<file path="src/rtl/hazard_scoreboard_if.sv">
// Hazard scoreboard bus: the ID-stage instruction fields, the pipeline
// control strobes (flush/freeze), and the stall outputs back to IF/ID.
interface hazard_scoreboard_if;
   logic [3:0]  SRC1;
   logic [3:0]  SRC2;
   logic        Two_SRC;
   logic [3:0]  Cond;
   logic        WB_EN;
   logic        MEM_R_EN;
   logic        S;
   logic [3:0]  Dest;
   logic        flush;
   logic        freeze;
   logic        hazard;
   logic [1:0]  hazard_cause;
   logic [15:0] stall_count;

   // Pipeline side: presents the ID instruction and consumes the stall request.
   modport master (
      output SRC1, SRC2, Two_SRC, Cond, WB_EN, MEM_R_EN, S, Dest, flush, freeze,
      input  hazard, hazard_cause, stall_count
   );

   // Scoreboard side.
   modport slave (
      input  SRC1, SRC2, Two_SRC, Cond, WB_EN, MEM_R_EN, S, Dest, flush, freeze,
      output hazard, hazard_cause, stall_count
   );
endinterface

</file>
<file path="src/rtl/hazard_scoreboard.sv">
// Hazard scoreboard for a 5-stage pipeline. Shadows the EXE, MEM and WB
// control/destination fields and raises a combinational stall when the ID
// instruction reads a register still in flight (RAW) or needs flags that the
// instruction in EXE has not yet written. Counts stall cycles, saturating.
module hazard_scoreboard #(
   parameter bit FORWARD_EN = 1'b0
) (
   input logic               clk,
   input logic               rst,
   hazard_scoreboard_if.slave sb
);

   localparam logic [3:0]  COND_AL = 4'b1110;
   localparam logic [15:0] CNT_MAX = 16'hFFFF;

   typedef struct packed {
      logic       wb_en;
      logic       mem_r_en;
      logic       s;
      logic [3:0] dest;
   } slot_t;

   // slot_p0 = EXE, slot_p1 = MEM, slot_p2 = WB
   slot_t       slot_p0;
   slot_t       slot_p1;
   slot_t       slot_p2;
   slot_t       id_slot;
   logic [15:0] stall_cnt;
   logic        match_p0;
   logic        match_p1;
   logic        match_p2;
   logic        raw;
   logic        flag;
   logic        flush_eff;
   logic        hazard_int;
   logic [1:0]  cause_int;

   // Only wb_en/dest of MEM and WB take part in hazard detection.
   logic        unused_slot_bits;
   assign unused_slot_bits = ^{slot_p1.mem_r_en, slot_p1.s, slot_p2.mem_r_en, slot_p2.s};

   // A slot is a producer for this source set when it writes back to one of them.
   function automatic logic src_match(slot_t sl, logic [3:0] s1, logic [3:0] s2, logic two);
      return sl.wb_en && ((sl.dest == s1) || (two && (sl.dest == s2)));
   endfunction

   function automatic logic [15:0] sat_inc(logic [15:0] v);
      return (v == CNT_MAX) ? CNT_MAX : v + 16'd1;
   endfunction

   assign id_slot = {sb.WB_EN, sb.MEM_R_EN, sb.S, sb.Dest};

   // Hazard detection: RAW against in-flight producers, flag hazard against EXE.
   always_comb begin
      match_p0 = src_match(slot_p0, sb.SRC1, sb.SRC2, sb.Two_SRC);
      match_p1 = src_match(slot_p1, sb.SRC1, sb.SRC2, sb.Two_SRC);
      match_p2 = src_match(slot_p2, sb.SRC1, sb.SRC2, sb.Two_SRC);
      raw      = 1'b0;
      if (FORWARD_EN) begin
         // With forwarding only a load in EXE cannot supply its result in time.
         raw = match_p0 && slot_p0.mem_r_en;
      end else begin
         // Register file writes in WB are not readable in the same cycle.
         raw = match_p0 || match_p1 || match_p2;
      end
      flag       = (sb.Cond != COND_AL) && slot_p0.s;
      // A flush while frozen is ignored, so it cannot mask the stall either.
      flush_eff  = sb.flush && !sb.freeze;
      hazard_int = !flush_eff && (raw || flag);
      cause_int  = flush_eff ? 2'b00 : {flag, raw};
   end

   // Shadow pipeline: shift on every unfrozen edge, bubble EXE on stall or flush.
   always_ff @(posedge clk) begin
      if (rst) begin
         slot_p0 <= '0;
         slot_p1 <= '0;
         slot_p2 <= '0;
      end else if (!sb.freeze) begin
         slot_p2 <= slot_p1;
         slot_p1 <= slot_p0;
         slot_p0 <= (sb.flush || hazard_int) ? slot_t'('0) : id_slot;
      end
   end

   // Stall cycle counter, saturating at all-ones.
   always_ff @(posedge clk) begin
      if (rst) begin
         stall_cnt <= '0;
      end else if (hazard_int && !sb.freeze) begin
         stall_cnt <= sat_inc(stall_cnt);
      end
   end

   assign sb.hazard       = hazard_int;
   assign sb.hazard_cause = cause_int;
   assign sb.stall_count  = stall_cnt;

endmodule

</file>
<file path="src/flat_wrapper.sv">
// flat-port wrapper written by rule: the top's interface ports become plain ports
module hazard_scoreboard_flat 
#(
   parameter bit FORWARD_EN = 1'b0
)
  (clk, rst, sb_SRC1, sb_SRC2, sb_Two_SRC, sb_Cond, sb_WB_EN, sb_MEM_R_EN, sb_S, sb_Dest, sb_flush, sb_freeze, sb_hazard, sb_hazard_cause, sb_stall_count);
  hazard_scoreboard_if sb_i ();
  input logic clk;
  input logic rst;
  input wire logic [$bits(sb_i.SRC1)-1:0] sb_SRC1;
  input wire logic [$bits(sb_i.SRC2)-1:0] sb_SRC2;
  input wire logic [$bits(sb_i.Two_SRC)-1:0] sb_Two_SRC;
  input wire logic [$bits(sb_i.Cond)-1:0] sb_Cond;
  input wire logic [$bits(sb_i.WB_EN)-1:0] sb_WB_EN;
  input wire logic [$bits(sb_i.MEM_R_EN)-1:0] sb_MEM_R_EN;
  input wire logic [$bits(sb_i.S)-1:0] sb_S;
  input wire logic [$bits(sb_i.Dest)-1:0] sb_Dest;
  input wire logic [$bits(sb_i.flush)-1:0] sb_flush;
  input wire logic [$bits(sb_i.freeze)-1:0] sb_freeze;
  output wire logic [$bits(sb_i.hazard)-1:0] sb_hazard;
  output wire logic [$bits(sb_i.hazard_cause)-1:0] sb_hazard_cause;
  output wire logic [$bits(sb_i.stall_count)-1:0] sb_stall_count;
  assign sb_i.SRC1 = sb_SRC1;
  assign sb_i.SRC2 = sb_SRC2;
  assign sb_i.Two_SRC = sb_Two_SRC;
  assign sb_i.Cond = sb_Cond;
  assign sb_i.WB_EN = sb_WB_EN;
  assign sb_i.MEM_R_EN = sb_MEM_R_EN;
  assign sb_i.S = sb_S;
  assign sb_i.Dest = sb_Dest;
  assign sb_i.flush = sb_flush;
  assign sb_i.freeze = sb_freeze;
  assign sb_hazard = sb_i.hazard;
  assign sb_hazard_cause = sb_i.hazard_cause;
  assign sb_stall_count = sb_i.stall_count;
  hazard_scoreboard #(.FORWARD_EN(FORWARD_EN)) u_core (.clk(clk), .rst(rst), .sb(sb_i));
endmodule
</file>
<file path="config.mk">
export PLATFORM = sky130hd
export DESIGN_NAME = hazard_scoreboard_flat
export DESIGN_NICKNAME = d
export VERILOG_FILES = /design/src/rtl/hazard_scoreboard_if.sv /design/src/rtl/hazard_scoreboard.sv /design/src/flat_wrapper.sv
export SDC_FILE = /design/constraint.sdc
export NUM_CORES = 1
export LEC_CHECK = 0
export CAP_MARGIN = 10
export CORE_MARGIN = 1
export CORE_UTILIZATION = 39
export DETAILED_ROUTE_END_ITERATION = 8
export PLACE_DENSITY = 0.72
export SLEW_MARGIN = 10
export SYNTH_ARGS = -nofsm -noshare
export SYNTH_HDL_FRONTEND = slang
export SYNTH_SLANG_ARGS = --single-unit
</file>
<file path="constraint.sdc">
create_clock -name clk -period 2.2 [get_ports clk]
set_input_delay 0.33 -clock clk [delete_from_list [all_inputs] [get_ports clk]]
set_output_delay 0.33 -clock clk [all_outputs]
set_load 0.01 [all_outputs]
</file>
## Word level (Yosys, flattened, before mapping)

Cells that the tools add are included.

- Memories kept: 0
- Logic and storage cells: 39
- Bits in read-only memories: 0
- Memory bits (writable): 0
- Input bits: 24
- Latch bits: 0
- Bits in registers: 32

- $add $sub $neg: 1
- Shifts and indexed selects: 0
- Multiply operators: 0
- Bitwise operators: 0
- Order comparisons: 0
- Div/mod/pow operators: 0
- Multiplexer cells: 3
- Reductions and logical operators: 19
- Equal/unequal tests: 8

Operators with widths:

| cell | number |
|---|---|
| equality test 4 bit | 6 |
| adder 16 x 1 -> 16 bit (second input constant) | 1 |
| equality test 16 bit (second input constant) | 1 |
| 2-to-1 mux 16 bit | 1 |
| logical AND 1 bit | 10 |
| logical OR 1 bit | 7 |
| 2-to-1 mux 7 bit | 1 |
| inequality test 4 bit (second input constant) | 1 |
| zero test 1 bit | 2 |
| 2-to-1 mux 2 bit | 1 |

## Depth between registers and ports, before layout

Gate-level depths: netlist (run 1).

- Depth in word-level cells: 10
- Mapped depth: 8

## Worst setup path after synthesis (run 1)

No wires, ideal clock.

- Path kind: input port to flip-flop
- Start point: input sb_Cond[1]
- End point: register u_core.stall_cnt[12], in the netlist u_core.sb.stall_count[12]
- Arrival time: 1.778 ns
- Setup time: 0.088 ns
- Path buffers: 1
- Stages: 7
- Data required time: 2.112 ns
- Slack: 0.334 ns
- Cell sequence: and4b_1 -> nor3b_1 -> a311oi_2 -> a31oi_4 -> buf_6 -> a31oi_1 -> a311oi_2

- Word-level cells in the longest chain between the ends: 5

RTL lines:

| element | line | source |
|---|---|---|
| start, declared | flat_wrapper.sv:13 | `input wire logic [$bits(sb_i.Cond)-1:0] sb_Cond;` |
| inequality test 4 bit | hazard_scoreboard.sv:66 | `flag = (sb.Cond != COND_AL) && slot_p0.s;` |
| logical AND 1 bit | hazard_scoreboard.sv:66 |  |
| logical OR 1 bit | hazard_scoreboard.sv:69 | `hazard_int = !flush_eff && (raw \|\| flag);` |
| logical AND 1 bit | hazard_scoreboard.sv:69 |  |
| logical AND 1 bit | hazard_scoreboard.sv:90 | `end else if (hazard_int && !sb.freeze) begin` |
| end signal, assigned | hazard_scoreboard.sv:91 | `stall_cnt <= sat_inc(stall_cnt);` |
| end, declared | hazard_scoreboard.sv:28 | `logic [15:0] stall_cnt;` |

No other way between the ends.
A chain may end at the register's enable or synchronous reset.

## Final worst setup path (run 1)

- Start point: register u_core.slot_p1[1] (netlist bit)
- End point: register u_core.stall_cnt[12], in the netlist u_core.sb.stall_count[12]

- Word-level cells in the longest chain between the ends: 9
- Elaborated cells between the ends (all ways): 10
- Classes of those cells: eq/ne (2); reduce/logical (8)

RTL lines:

| element | line | source |
|---|---|---|
| start, declared | hazard_scoreboard.sv:25 | `slot_t slot_p1;` |
| start signal, assigned | hazard_scoreboard.sv:81 | `slot_p1 <= slot_p0;` |
| equality test 4 bit | hazard_scoreboard.sv:44 | `return sl.wb_en && ((sl.dest == s1) \|\| (two && (sl.dest == s2)));` |
| logical AND 1 bit | hazard_scoreboard.sv:44 |  |
| logical OR 1 bit * | hazard_scoreboard.sv:44 |  |
| logical AND 1 bit * | hazard_scoreboard.sv:44 |  |
| logical OR 1 bit * (2 in a row) | hazard_scoreboard.sv:64 | `raw = match_p0 \|\| match_p1 \|\| match_p2;` |
| logical OR 1 bit * | hazard_scoreboard.sv:69 |  |
| logical AND 1 bit * | hazard_scoreboard.sv:69 |  |
| logical AND 1 bit * | hazard_scoreboard.sv:90 |  |

Every way passes the cells marked *; elsewhere a longest branch is shown, timed or not.

==> results.ini, run 1 <==
[synthesis]
synth-main-ff-cell = dfxtp_1
async_reset_ff_share_pct = 0
ys_seq_area_share_pct = 36.97
synth.distinct_cells = 40
synth_seq_cells = 32
syn_area_per_cell_um2 = 8.933
ys_warn_count = 0
synth_nets = 219
netlist_instances = 194
syn_area_um2 = 1733
synth_edf_count = 0

[setup_path]
reg2reg_setup_slack_ps = 40
cp-start-kind = flip-flop
r2r_end = u_core.sb.stall_count[12]$_SDFFE_PP0P_
path_class = reg -> reg
cp-end-kind = flip-flop
worstReg2RegStart = u_core.slot_p1[1]$_SDFFE_PP0N_
crit_arrival_ps = 2360
cp_max_fo = 8
required_ps = 2400
worstRegToRegCells = 9

[timing]
clock-skew-final_ps = 10.49
period_share_pct = 98.16
fmax_ghz = 0.4631
slew_viol_final = 0
tightestPinTransition_ps = 486.9
layout_min_cycle_time_ps = 2160
max_slew_margin_pct = 67.44
hold_violations = 0
finalSetupViolCount = 0

[cells_and_area]
seqCellArea_um2 = 645.6
fin_cells = 313
final_layout_size_suffix_gt1_share_pct = 22.05
num_antenna_cells = 0
fillCellCount = 375
syn_to_final_growth_pct = 46.86
postLayoutCoreUtil_pct = 61.41
fin_nets = 287
multi_input_area_um2 = 1062

[min_path]
hold_path_class = reg -> reg
whs_endpoint = u_core.slot_p0[4]$_SDFFE_PP0N_
worstHoldStart = u_core.slot_p0[4]$_SDFFE_PP0N_
min_path_cells = 1

[power]
powerDensity_nw_per_um2 = 539.2
p_leak_nw = 1.086
vdd_drop_max_uv = 286.7

[floorplan]
io_pins = 43
dieHeight_um = 68.66
start_util_pct = 41.82
dieArea_um2 = 4714
design.core.area_um2 = 4144
die_w_um = 68.66
rows = 23

[route]
postRouteAntennaNets = 0
routedWlPerCell_um = 15.41
drc = 0
vias_per_cell = 5.620
vias = 1759
drtPass1Iterations = 4
drtIter0Drc = 96
wirelength_mm = 4.823

[clock_tree]
insertion_delay_ps = 290
cts_inserted_buffers = 5
clkSinkCount = 32
cts_buffer_depth = 2
cts-root-buf = clkbuf_8
cts_tree = done
cts.clk_slew.worst_paths_ps = 70
h-tree-depth = 2
hold_buffers = 0

[placement]
gp_congestion = 0.8663
dp_hpwl_mm = 3.438
place_inst = 302
io_buffer_count = 41

[run]
maxCapViolCount = 0

[global_route]
grt.overflow.total = 0
antenna_found_initial = 0
grt_max_degree = 14
grt_pass1_wl_mm = 7.445
grt_pass1_vias = 1534
grtUsageTotal_pct = 21.72

[run_status]
status = finished, final reports clean

[per-stage QoR]
stage	setup TNS [ps]	power, mW	hold WS [ps]	instance area [µm²]	setup WS [ps]
4_1_cts	0	1.373	498.3	2494	3.584
2_1_floorplan	0	0.6734	440.8	1733	334.1
5_1_grt	-113.1	1.427	531.2	2545	-33.29
3_3_place_gp	-7028	0.7575	474.2	2360	-511.6
6_report	0	1.372	502.2	2545	40.45
3_5_place_dp	-7902	0.7601	480.7	2360	-576.3
[cell families (layout without fill, tap and decap cells)]
family,Yosys count,in the layout,synth area share [%]
multiplexers,11,11,6.426
adder cells (fa/ha/maj),1,1,0.7219
XOR/XNOR,18,18,9.097
buffers and inverters,15,84,3.899
AND/OR/NAND/NOR,71,71,22.09
flip-flops,32,32,36.97
AO/OA/AOI/OAI,46,46,20.79
[worst max-delay path: stages (launching register included)]
cell	delay [ps]
dfxtp_2	350
a222oi_1	340
nor4b_4	290
buf_4	150
buf_4	110
a311oi_4	40
a31oi_4	260
buf_6	170
a31oi_1	90
a311oi_2	270
[cell usage after synthesis, types with 2 or more instances]
cell type  instances  area (µm²)
a31oi_1            8       50.05
a41o_1             3       30.03
a41oi_1            2       17.52
a222oi_1           2       20.02
a311oi_2           2       30.03
clkbuf_1           6       22.52
nor2_1            22       82.58
nor2b_1            3       18.77
a22o_1             6       52.55
o211ai_1           2       15.01
inv_1              4       15.01
dfxtp_1           32       640.6
or2_2              2       12.51
a21oi_1           10       50.05
mux2i_1           10       100.1
xor2_1            13       113.9
and4b_1            2       20.02
nand2_1            6       22.52
a211oi_1           4       30.03
o22ai_1            2       12.51
nand3_1            8       40.04
nand4_1            5       31.28
buf_1              2       7.510
a22oi_1            3       22.52
and3_1             9       56.30
xnor2_1            5       43.79
nor3_1             6       30.03
nor4_1             2       12.51
and4_1             2       17.52
[cell type report]
class	count	area share (%)
inverters	5	0.7375
clock inverters	1	1.180
multi-input cells	147	41.74
well taps	50	2.458
clock buffers	7	3.786
repair buffers	71	24.73
flip-flops and latches	32	25.37
[worst max path at each step]
| stage | to | depth (start not counted) | from |
|---|---|---|---|
| detailed placement | sb_hazard | 8 | sb_SRC2[1] |
| finish | u_core.sb.stall_count[12]$_SDFFE_PP0P_ | 9 | u_core.slot_p1[1]$_SDFFE_PP0N_ |
| global route | sb_hazard | 7 | u_core.slot_p1[3]$_SDFFE_PP0N_ |
| floorplan | u_core.sb.stall_count[12]$_SDFFE_PP0P_ | 7 | sb_Cond[1] |
| CTS | sb_hazard | 7 | u_core.slot_p1[3]$_SDFFE_PP0N_ |
| global placement | sb_hazard | 8 | sb_SRC2[1] |
[sequential cells by signal (all words and copies together) (netlist names)]
register / count
u_core.slot_p0: 6
u_core.sb.stall_count: 16
u_core.slot_p1: 5
u_core.slot_p2: 5
[cell usage in the layout (no fill, tap or decap), types with 3 or more instances in the layout]
master | netlist | final
nor2_1 | 22 | 22
xor2_1 | 13 | 12
a211oi_1 | 4 | 4
and3_1 | 9 | 9
dfxtp_2 | 0 | 4
buf_4 | 1 | 29
nand3_1 | 8 | 8
a22o_1 | 6 | 6
nor3_1 | 6 | 6
a22oi_1 | 3 | 3
dfxtp_1 | 32 | 28
clkdlybuf4s50_1 | 0 | 30
a31oi_1 | 8 | 8
a41o_1 | 3 | 3
dlygate4sd2_1 | 0 | 7
nand4_1 | 5 | 5
nand2_1 | 6 | 6
xnor2_1 | 5 | 5
mux2i_1 | 10 | 10
a21oi_1 | 10 | 10
inv_2 | 1 | 3
clkbuf_8 | 0 | 7
[what timing repair did]
action | in CTS | in global routing
pin swaps | 5 | 7
endpoints found under the setup margin | 15 | 21
endpoints found under the hold margin | 0 | 0
gates resized for setup | 14 | 17
buffers inserted | 2 | 1
cloned | 0 | 0
[per-layer routing]
layer / routed length (µm) / global-route usage (%)
met5: 0 / 0
met4: 60 / 6.250
met3: 194 / 5.428
met2: 2310 / 35.05
met1: 2257 / 28.39
[power by group]
part | internal, mW | switching [mW] | total [mW]
clock network | 0.399 | 0.221 | 0.620
logic | 0.0855 | 0.0686 | 0.154
registers | 0.587 | 0.0104 | 0.598
total | 1.07 | 0.300 | 1.37
No activity file was read; power rests on OpenSTA's default activity.
==> inputs of run 2 (changes only) <==
- CORE_UTILIZATION: 39 -> 49
- PLACE_DENSITY: 0.72 -> 0.86
==> results.ini, run 2 (synthesis gave the netlist of run 1 again) <==
[setup_path]
r2r_end = u_core.sb.stall_count[2]$_SDFFE_PP0P_
path_class = reg -> out
crit_start = u_core.slot_p1[1]$_SDFFE_PP0N_
reg2reg_setup_slack_ps = 170
cp-end-kind = output pin
worstRegToRegCells = 9
cp-start-kind = flip-flop
worstReg2RegStart = u_core.slot_p1[2]$_SDFFE_PP0N_
cp_max_fo = 5
crit_arrival_ps = 1820
required_ps = 1870
crit_path_end = sb_hazard

[cells_and_area]
mostFrequentLayoutCells = clkdlybuf4s50_1 (30), buf_4 (27), dfxtp_1 (24)
fin_nets = 285
final_layout_size_suffix_gt1_share_pct = 21.46
final_common_cell = clkdlybuf4s50_1
postLayoutCoreUtil_pct = 73.77
largest_reg_flops = 16
num_antenna_cells = 0
syn_to_final_growth_pct = 43.18

[min_path]
hold_path_class = reg -> reg

[route]
drtIter0Drc = 105
wirelength_mm = 4.400
drc = 0
postRouteAntennaNets = 0
drtPass1Iterations = 5
routedWlPerCell_um = 14.33
vias_per_cell = 5.691
vias = 1747

[floorplan]
dieArea_um2 = 3779
rows = 21
die_w_um = 61.47
dieHeight_um = 61.47
start_util_pct = 51.53
io_pins = 43
design.core.area_um2 = 3363

[global_route]
grt.overflow.total = 0
antenna_found_initial = 0
grt_max_degree = 18
grt_pass1_vias = 1568
grt_pass1_wl_mm = 7.079
grtUsageTotal_pct = 25.47

[power]
comb_power_share_pct = 14.0
power_mw = 1.104
vdd_drop_max_uv = 282.0
p_leak_nw = 1.046
switchingPower_mw = 0.2756
clkPwrFrac_pct = 32.0
p_int_mw = 0.8283
powerDensity_nw_per_um2 = 444.9
seq_power_share_pct = 54.0
switching_share_pct = 24.96

[placement]
dp_hpwl_mm = 3.239
gp_congestion = 0.9940
io_buffer_count = 41

[clock_tree]
cts-root-buf = clkbuf_4
h-tree-depth = 2
cts_buffer_depth = 2
cts_inserted_buffers = 5
insertion_delay_ps = 330
cts_tree = done
clkSinkCount = 32
cts.clk_slew.worst_paths_ps = 100
hold_buffers = 0

[timing]
tightestPinTransition_ps = 496.7
period_share_pct = 97.82
fmax_ghz = 0.4647
finalSetupViolCount = 0
layout_min_cycle_time_ps = 2152
max_slew_margin_pct = 66.79
rsz0062_at_grt = true
slew_viol_final = 0
hold_violations = 0
clock-skew-final_ps = 8.912

[run_status]
status = finished, final reports clean

[run]
maxCapViolCount = 0

==> run 2: worst min path at each step <==
stage | start | endpoint | cells after the start
floorplan | u_core.slot_p0[4]$_SDFFE_PP0N_ | u_core.slot_p0[4]$_SDFFE_PP0N_ | 1
global placement | u_core.slot_p0[4]$_SDFFE_PP0N_ | u_core.slot_p0[4]$_SDFFE_PP0N_ | 1
detailed placement | u_core.slot_p0[4]$_SDFFE_PP0N_ | u_core.slot_p0[4]$_SDFFE_PP0N_ | 1
CTS | u_core.slot_p0[4]$_SDFFE_PP0N_ | u_core.slot_p0[4]$_SDFFE_PP0N_ | 1
global route | u_core.slot_p0[4]$_SDFFE_PP0N_ | u_core.slot_p0[4]$_SDFFE_PP0N_ | 1
finish | u_core.slot_p0[4]$_SDFFE_PP0N_ | u_core.slot_p0[4]$_SDFFE_PP0N_ | 1
==> run 2: area by class of cell <==
class	instances	area, µm²
fillers	283	882.1
inverters	5	18.77
repair buffers	69	621.8
multi-input cells	147	1069
flip-flops and latches	32	655.6
well taps	46	57.56
clock buffers	8	58.81
==> run 2: timing repair <==
item / CTS / global route
pin swaps: 6 / 0
hold endpoints to repair: 0 / 0
resized for setup: 27 / 6
setup endpoints to repair: 7 / 3
setup buffers: 3 / 0
gates cloned: 0 / 0
==> run 2: critical path: stages, from the launching register on <==
cell and delay [ps]:
dfxtp_4 370, a222oi_1 320, nor4b_4 270, a31oi_1 70
a31oi_1 220, or2_4 160, buf_6 90
==> run 2: per-stage QoR <==
step | setup slack, ps | TNS, ps | hold slack [ps] | area [µm²] | std cells
2_1_floorplan | 334.1 | 0 | 440.8 | 1733 | 194
3_3_place_gp | -504.0 | -6308 | 458.0 | 2352 | 296
3_5_place_dp | -597.2 | -8010 | 475.9 | 2352 | 296
4_1_cts | 20.34 | 0 | 502.5 | 2456 | 307
5_1_grt | -16.36 | -16.36 | 528.0 | 2481 | 307
6_report | 48.02 | 0 | 499.6 | 2481 | 307
==> run 2: power by group through the flow <==
| stage | combinational [mW] | clock, mW | sequential [mW] |
|---|---|---|---|
| floorplan | 0.0660 | 0 | 0.607 |
| global placement | 0.146 | 0 | 0.609 |
| detailed placement | 0.150 | 0 | 0.610 |
| CTS | 0.149 | 0.360 | 0.595 |
| global route | 0.166 | 0.385 | 0.597 |
| finish | 0.154 | 0.354 | 0.596 |
==> run 2: layer usage <==
| layer | vias up | global-route usage (%) | wire (µm) | part of all wire [%] |
|---|---|---|---|---|
| met5 | - | 0 | 0 | 0 |
| met4 | 0 | 7.619 | 72 | 1.6 |
| met3 | 9 | 6.723 | 283 | 6.4 |
| met2 | 71 | 40.68 | 2099 | 48 |
| met1 | 804 | 33.85 | 1945 | 44 |
| li1 | 863 | - | - | - |
==> inputs of run 3 (changes only) <==
- CAP_MARGIN: 10 -> default
- MAX_ROUTING_LAYER: default -> met4
==> results.ini, run 3 (synthesis gave the netlist of run 1 again) <==
[timing]
period_share_pct = 97.87
finalSetupViolCount = 0
tightestPinTransition_ps = 497.6
layout_min_cycle_time_ps = 2153
hold_violations = 0
rsz0062_at_grt = true
slew_viol_final = 0
clock-skew-final_ps = 10.12
fmax_ghz = 0.4645
max_slew_margin_pct = 66.73

[power]
p_leak_nw = 1.046
powerDensity_nw_per_um2 = 445.2
vdd_drop_max_uv = 281.6
power_mw = 1.105

[cells_and_area]
final_layout_size_suffix_gt1_share_pct = 21.46
final_common_cell = clkdlybuf4s50_1
syn_to_final_growth_pct = 43.18
mostFrequentLayoutCells = clkdlybuf4s50_1 (30), buf_4 (27), dfxtp_1 (24)
multi_input_area_um2 = 1069
num_antenna_cells = 0
postLayoutCoreUtil_pct = 73.77
fin_nets = 285
largest_reg_flops = 16
seqCellArea_um2 = 655.6
fillCellCount = 283

[clock_tree]
insertion_delay_ps = 330
h-tree-depth = 2
cts_buffer_depth = 2
cts_inserted_buffers = 5
cts_tree = done
hold_buffers = 0
cts.clk_slew.worst_paths_ps = 100
clkSinkCount = 32
cts-root-buf = clkbuf_4

[route]
drtPass1Iterations = 6
postRouteAntennaNets = 0
drc = 0
vias_per_cell = 5.713
routedWlPerCell_um = 14.34
drtIter0Drc = 119
wirelength_mm = 4.402
vias = 1754

[global_route]
grt_pass1_vias = 1568
grt-busiest-layer = met2
use_met3_pct = 6.723
grt_max_degree = 18
grtUsageMet1_pct = 33.85
grt.overflow.total = 0
grt_pass1_wl_mm = 7.093
use_met2_pct = 40.68
antenna_found_initial = 0
grtUsageTotal_pct = 26.28

[run]
maxCapViolCount = 0

[floorplan]
dieArea_um2 = 3779
design.core.area_um2 = 3363
rows = 21
start_util_pct = 51.53
io_pins = 43
die_w_um = 61.47
dieHeight_um = 61.47

[placement]
gp_congestion = 1.013
dp_hpwl_mm = 3.239
io_buffer_count = 41

[setup_path]
crit_arrival_ps = 1820
required_ps = 1870
path_common_cell = a31oi_1
cp-end-kind = output pin
path_cells = a222oi_1, nor4b_4, a31oi_1, a31oi_1, or2_4, buf_6
cp-start-kind = flip-flop
crit_slowest_cell = dfxtp_4
critPathMaxStageDelay_ps = 370
worstRegToRegCells = 10
cp_max_fo = 5
path_class = reg -> out

[run_status]
status = finished, final reports clean

[min_path]
hold_path_class = reg -> reg
min_path_cells = 1

-- run 3: area by class of cell --
cell class | count | share of cell area [%]
timing repair buffer | 69 | 25.06
inverter | 5 | 0.7564
clock buffer | 8 | 2.370
multi-input combinational | 147 | 43.07
sequential | 32 | 26.42
tap | 46 | 2.320
-- run 3: worst paths after layout --
path              slack, ps                           start                                      to
setup / recovery         50  u_core.slot_p1[1]$_SDFFE_PP0N_                               sb_hazard
hold / removal          500  u_core.slot_p0[4]$_SDFFE_PP0N_          u_core.slot_p0[4]$_SDFFE_PP0N_
setup reg to reg        150  u_core.slot_p0[2]$_SDFFE_PP0N_  u_core.sb.stall_count[12]$_SDFFE_PP0P_
hold reg to reg         500  u_core.slot_p0[4]$_SDFFE_PP0N_          u_core.slot_p0[4]$_SDFFE_PP0N_
-- run 3: repair_timing --
action / in CTS / in global routing
buffers inserted: 3 / 0
gates resized for setup: 27 / 6
endpoints found under the setup margin: 7 / 3
pin swaps: 6 / 0
-- run 3: worst max-delay path: cells and delay by family (launching register included) --
kind / cells / cell delay [ps]
AO/OA/AOI/OAI: 3 / 620
AND/OR/NAND/NOR: 2 / 430
flip-flops: 1 / 370
buffers and inverters: 1 / 90
-- run 3: report_power, final --
group / internal (mW) / switching [mW] / total (mW)
logic: 0.0853 / 0.0690 / 0.154
clock network: 0.158 / 0.197 / 0.354
registers: 0.585 / 0.0106 / 0.596
total: 0.828 / 0.276 / 1.10
-- run 3: metal layers --
layer,part of all wire [%],vias to the layer above
li1,-,859
met1,43,806
met2,48,79
met3,6.6,10
met4,1.5,0
met5,0,-
-- run 3: through the flow --
step	setup WS (ps)	hold slack [ps]	TNS, ps	instances	cell area, µm²
2_1_floorplan	334.1	440.8	0	194	1733
3_3_place_gp	-504.0	458.0	-6308	296	2352
3_5_place_dp	-597.2	475.9	-8010	296	2352
4_1_cts	20.34	502.5	0	307	2456
5_1_grt	-16.36	528.0	-16.36	307	2481
6_report	46.92	501.8	0	307	2481
